### src/rtl/rr_request_arbiter.sv
// Round-robin request arbiter with hold limit, feeding an 8-to-3 encoder.
// Grants are registered one-hot, held until release, withdraw or timeout.
module rr_request_arbiter #(
  parameter int N        = 8,
  parameter int MAX_HOLD = 16,
  parameter int CNT_W    = 5
) (
  input  logic         clk,
  input  logic         rst_n,
  input  logic [N-1:0] req,
  input  logic         owner_release,  // "release" is a reserved word
  output logic [N-1:0] grant,
  output logic         busy,
  output logic         timeout
);

  localparam int PTR_W = (N > 1) ? $clog2(N) : 1;
  localparam logic [CNT_W-1:0] HOLD_LAST = CNT_W'((MAX_HOLD == 0) ? 0 : MAX_HOLD - 1);
  localparam logic [PTR_W-1:0] PTR_LAST  = PTR_W'(N - 1);
  localparam logic [N-1:0]     ONE_HOT0  = {{(N-1){1'b0}}, 1'b1};

  typedef enum logic [0:0] {IDLE = 1'b0, GRANT = 1'b1} state_t;

  state_t           state_r;
  logic [PTR_W-1:0] ptr_r;
  logic [PTR_W-1:0] owner_r;
  logic [CNT_W-1:0] cnt_r;
  logic [N-1:0]     grant_r;
  logic             busy_r;
  logic             timeout_r;

  logic [PTR_W-1:0] winner_s;
  logic             any_req_s;
  logic             withdraw_s;
  logic             hold_last_s;
  logic             revoke_s;
  logic [PTR_W-1:0] ptr_next_s;

  // First set request at or after p, wrapping modulo N.
  function automatic logic [PTR_W-1:0] pick_winner(input logic [N-1:0] r,
                                                   input logic [PTR_W-1:0] p);
    logic             found;
    logic [PTR_W-1:0] w;
    int               idx;
    found = 1'b0;
    w     = p;
    for (int i = 0; i < N; i++) begin
      idx = (int'(p) + i) % N;
      if (!found && r[idx]) begin
        found = 1'b1;
        w     = PTR_W'(idx);
      end else begin
        found = found;
      end
    end
    return w;
  endfunction

  // Winner selection and grant end conditions.
  always_comb begin
    winner_s    = pick_winner(req, ptr_r);
    any_req_s   = |req;
    withdraw_s  = ~req[owner_r];
    hold_last_s = (MAX_HOLD != 0) && (cnt_r == HOLD_LAST);
    revoke_s    = owner_release | withdraw_s | hold_last_s;
    if (owner_r == PTR_LAST) begin
      ptr_next_s = '0;
    end else begin
      ptr_next_s = owner_r + PTR_W'(1);
    end
  end

  // Arbitration FSM with registered grant/busy/timeout.
  always_ff @(posedge clk or negedge rst_n) begin
    if (!rst_n) begin
      state_r   <= IDLE;
      ptr_r     <= '0;
      owner_r   <= '0;
      cnt_r     <= '0;
      grant_r   <= '0;
      busy_r    <= 1'b0;
      timeout_r <= 1'b0;
    end else begin
      case (state_r)
        IDLE: begin
          timeout_r <= 1'b0;
          if (any_req_s) begin
            grant_r <= ONE_HOT0 << winner_s;
            busy_r  <= 1'b1;
            cnt_r   <= '0;
            owner_r <= winner_s;
            state_r <= GRANT;
          end
        end
        GRANT: begin
          if (revoke_s) begin
            grant_r   <= '0;
            busy_r    <= 1'b0;
            ptr_r     <= ptr_next_s;
            // Only a pure hold-limit revoke is reported as a timeout.
            timeout_r <= hold_last_s & ~owner_release & ~withdraw_s;
            state_r   <= IDLE;
          end else begin
            cnt_r     <= cnt_r + CNT_W'(1);
            timeout_r <= 1'b0;
          end
        end
        default: begin
          state_r   <= IDLE;
          grant_r   <= '0;
          busy_r    <= 1'b0;
          timeout_r <= 1'b0;
        end
      endcase
    end
  end

  assign grant   = grant_r;
  assign busy    = busy_r;
  assign timeout = timeout_r;

endmodule

### config.mk
export PLATFORM = sky130hd
export DESIGN_NAME = rr_request_arbiter
export DESIGN_NICKNAME = d
export VERILOG_FILES = /design/src/rtl/rr_request_arbiter.sv
export SDC_FILE = /design/constraint.sdc
export NUM_CORES = 1
export LEC_CHECK = 0
export ABC_CLOCK_PERIOD_IN_PS = 6640
export CORE_ASPECT_RATIO = 1.75
export CORE_MARGIN = 3
export CORE_UTILIZATION = 30
export DETAILED_ROUTE_END_ITERATION = 6
export MAX_ROUTING_LAYER = met4
export PLACE_DENSITY = 0.52
export SYNTH_ARGS = -nofsm -noshare
export SYNTH_HDL_FRONTEND = slang
export SYNTH_SLANG_ARGS = --single-unit
### constraint.sdc
create_clock -name clk -period 6.64 [get_ports clk]
set_input_delay 1.66 -clock clk [delete_from_list [all_inputs] [get_ports clk]]
set_output_delay 1.66 -clock clk [all_outputs]
set_load 0.1 [all_outputs]
Word-level counts from Yosys, hierarchy flattened
Index checks and enable logic that the tools add are counted.

cells by class
  reduce and logical (&&, ||, !) cells = 26
  $add $sub $neg = 9
  shift operators = 1
  mux-type cells = 54
  eq/ne operators = 5
  order comparisons = 9
  bitwise gates (word level) = 14

operators by type and width
  cell                                                         count
  less-than comparator 4 x 5 -> 1 bit (second input constant)  7
  2-to-1 mux 1 bit                                             28
  binary-select mux 1 bit (select 3 bit)                       9
  2-to-1 mux 3 bit                                             8
  OR reduction 3 bit                                           7
  2-to-1 mux 8 bit                                             2
  one-hot mux 8 bit (2 select lines)                           1
  adder 3 bit (second input constant)                          4
  2-to-1 mux 5 bit                                             2
  one-hot mux 5 bit (2 select lines)                           1
  less-than comparator 3 x 4 -> 1 bit (second input constant)  2
  AND reduction 2 bit                                          4
  OR reduction 8 bit                                           1
  << shifter 1 x 3 -> 8 bit (first input constant)             1
  bitwise AND 1 bit (first input constant)                     7
  logical AND 1 bit                                            7
  zero test 1 bit                                              7
  adder 3 x 1 -> 3 bit (second input constant)                 2
  adder 3 x 2 -> 3 bit (second input constant)                 2
  one-hot mux 1 bit (2 select lines)                           3
  adder 5 x 1 -> 5 bit (second input constant)                 1
  equality test 5 x 4 -> 1 bit (second input constant)         1
  != test 2 bit (second input constant)                        2
  equality test 3 bit (second input constant)                  1
  other kinds (4)                                              8

word-level totals
  bits in registers = 22

Logic depth before layout (Yosys ltp)
  depth after elaboration = 29
  gate-level depth with buffers = 13
  mapped depth without buffers = 10

Worst setup path after synthesis
OpenSTA, ideal clock, no wires.

  kind = input -> register
  from = input port req[3]
  to = register grant_r[0] (netlist: grant[0])
  arrival = 3498 ps
  stages = 8
  setup slack = 3019 ps
  library setup time = 123 ps
  path through = mux4_2 nor2_2 a32oi_4 nor4bb_2 nand3_2 o22ai_2 a41oi_2 a32o_1

on the way
  word-level cells in the longest chain between the ends = 27

RTL lines
  item                                    line  text
  from (decl)                             10    input logic [N-1:0] req,
  binary-select mux 1 bit (select 3 bit)  49    if (!found && r[idx]) begin
  2-to-1 mux 1 bit (not written as such)  49
  2-to-1 mux 1 bit                        49
  zero test 1 bit                         49
  logical AND 1 bit                       49
  2-to-1 mux 1 bit                        49
  zero test 1 bit                         49
  logical AND 1 bit                       49
  [... 11 more ...]                       n/a
  logical AND 1 bit                       49
  2-to-1 mux 1 bit                        49
  zero test 1 bit                         49
  logical AND 1 bit                       49
  2-to-1 mux 3 bit                        49
  << shifter 1 x 3 -> 8 bit               88    grant_r <= ONE_HOT0 << winner_s;
  2-to-1 mux 8 bit                        87    if (any_req_s) begin
  one-hot mux 8 bit (2 select lines)      84    case (state_r)
  to (signal assigned)                    88
  to (decl)                               28    logic [N-1:0] grant_r;

Parallel ways exist; a longest one is shown, timed or not. The select of a mux whose other input is x is not followed.
A chain may end at the register's enable or synchronous reset.

Final worst setup path
Ends and elaborated chain as after synthesis.

==> impl_results.md <==
- DRT antenna net count: 0
- Total iterations of the first detailed-routing run: 4
- CP arrival: 4360 ps
- Sequential element share of the synthesized area: 27.0%
- Async SR Flop Fraction: 100%
- Fraction of final layout cells sized beyond drive strength 1: ~18%
- CP endpoint kind: flop
- Post-Syn Instances: 199
- Hold Path Class: reg2reg
- R2R Setup Slk: 2550 ps
- Setup TNS: 0 ps
- Initial Utilization: between 30 and 40%
- Die area: 7850 sq um
- Vias: ~1600
- Area added between synthesis and finish: 15.2%
- Tot GR Track Use: 14.7%
- Placement Rows: 39
- Skew final: around 2.3 ps
- Vias in the first global route: 1716
- Clock sinks: 22
- DRC Markers: 0
- R2r endpoint: grant[0]
- Syn Nets: 216
- Final nets: 232
- Ports: 21
- Worst r2r src: ptr_r[1]
- Met2 Use GR: 27.0%
- Met3 global-route usage: 0.489%
- Hold path start: busy
- FMAX: 237 MHz
- Status: finished clean
- 1st-iter DRT viols: slightly above 80
- Core area: about 6500 sq um
- Synth top area cells: dfrtp_1, mux2i_1, mux4_2, a32o_1, nand2_1
- Max Buffers Root-to-Sink: 2
- Root Buffer: clkbuf_16
- Avg Cell Area, Syn: 10.2 sq um
- Cell taking the most area after synthesis: dfrtp_1
- #FFs+latches synth: 22
- Routed wire per std cell: between 15 and 20 um
- Drt total wl: about 5000 um
- DR vias/cell: 5.55
- CP Data Required Time: 6780 ps
- Fin crit share: between 60 and 70%
- Share of the synthesized area in the top cell type: 27.0%
- Total number of yosys warnings: 0
- Initial antenna violation count: 0
- Min Hold Slack: 496 ps
- Number of max-cap violations: 0
- Hold EP: busy
- Top Usage Layer GRT: met2
- Setup violations, final: 0
- Crit-path max FO: 7
- Final min period: 4220 ps
- Count leader, synth: dfrtp_1
- Met1 Use GR: 15.6%
- Cell variety after synth: 57
- WHS Path Cells: 2
- GRT overflow: 0
- Critical Path Start Type: input pin
- Dominant synthesized flop cell: dfrtp_1
- HPWL Detailed: 4060 um
- CTS tree: done
- DIE HEIGHT: 115 um
- Post-synth EDFFs: 0
- CP Class: in2reg
- Worst reg-to-reg path cell count: 10
- Max-slew violations: 0
- First-pass GRT wire length: 8560 um
- Latest clock arrival within the worst-skew pair: approximately 250 ps
- Final Hold Fails: 0
- Pin count of the biggest net entering global routing: 23
- IO Port Bufs: 20
- Most instantiated cells after synthesis: dfrtp_1, nand2_1, mux2i_1, nor2_1, a32o_1
- CTS Hold Bufs: 0
- Synthesized area: 2040 sq um
- CTS clk-pin slew, worst paths: 60 ps
- Num CTS Buffers: 3
- H-tree Lvls: 1
- Tightest Pin Transition: 1020 ps
- GP Congestion: approximately 0.85
- Slew HR: 32.0%
- Antenna Cells: 0
- Setup Fix Bufs, Post-CTS: 0
- RSZ-0062 raised after global routing: no
- DIE WIDTH: between 60 and 70 um
- # resized after CTS: 0
-- layer usage --
metal | wire (um) | vias to the layer above
li1 | - | 801
met4 | 180 | 0
met2 | 2930 | 23
met1 | 1860 | 809
met5 | 0 | -
met3 | 82 | 11
-- critical path, stage by stage --
cell and delay [ps]:
clkdlybuf4s50_1 520, mux4_2 550, nor2_2 230, a32oi_4 120, nor4bb_2 510, nand3_2 180
o22ai_2 190, a41oi_2 100, a32o_1 300
-- stage by stage --
step	setup slack (ps)	utilization [%]	std cells	cell area, sq um
final	2420	35.9	296	2350
after global routing	2160	35.9	296	2350
after CTS	2410	35.9	296	2350
after detailed placement	2140	34.5	292	2260
after global placement	2190	34.5	292	2260
after floorplan	3020	-	199	2040
-- kinds of logic after synthesis --
logic type | after synthesis | share of synthesized area [%]
simple gates | 57 | 13.9
xor+xnor | 4 | 2.46
mux | 38 | 24.4
buf+inv | 18 | 5.65
compound gates | 54 | 22.9
flops | 22 | 27.0
fa+ha+maj | 6 | 3.69
-- cells in the final DEF, fill, tap and decap left out, drive strengths merged, types with 7 or more instances in the layout --
cell | netlist | routed
mux2i | 25 | 25
dfrtp | 22 | 22
nand2 | 21 | 21
clkdlybuf4s50 | 0 | 20
o21ai | 12 | 12
nor2 | 11 | 11
a32o | 9 | 9
inv | 9 | 9
nand3 | 9 | 9
mux2 | 8 | 8
a21oi | 7 | 7
-- sequential cells by signal, indices dropped and copies added (netlist names) --
| signal | count |
|---|---|
| ptr_r | 3 |
| state_r | 1 |
| grant | 8 |
| timeout | 1 |
| cnt_r | 5 |
| owner_r | 3 |
| busy | 1 |
-- cell type report --
| cell class | count | area, sq um |
|---|---|---|
| Fill cell | 684 | 4190 |
| Inverter | 9 | 33.8 |
| Tap cell | 82 | 103 |
| Timing Repair Buffer | 20 | 200 |
| Sequential cell | 22 | 551 |
| Multi-Input combinational cell | 159 | 1370 |
| Clock buffer | 4 | 88.8 |
-- worst max-delay path by stage --
stage | start | to | cells past startpoint
global route | ptr_r[0] | grant[0] | 10
finish | req[3] | grant[0] | 9
CTS | req[3] | grant[0] | 9
detailed placement | req[3] | grant[0] | 9
global placement | req[3] | grant[0] | 9
floorplan | req[3] | grant[0] | 8
Power is left out: the tool's default activity adds up to more than one toggle a clock period on the data nets, which glitch-free logic cannot reach.
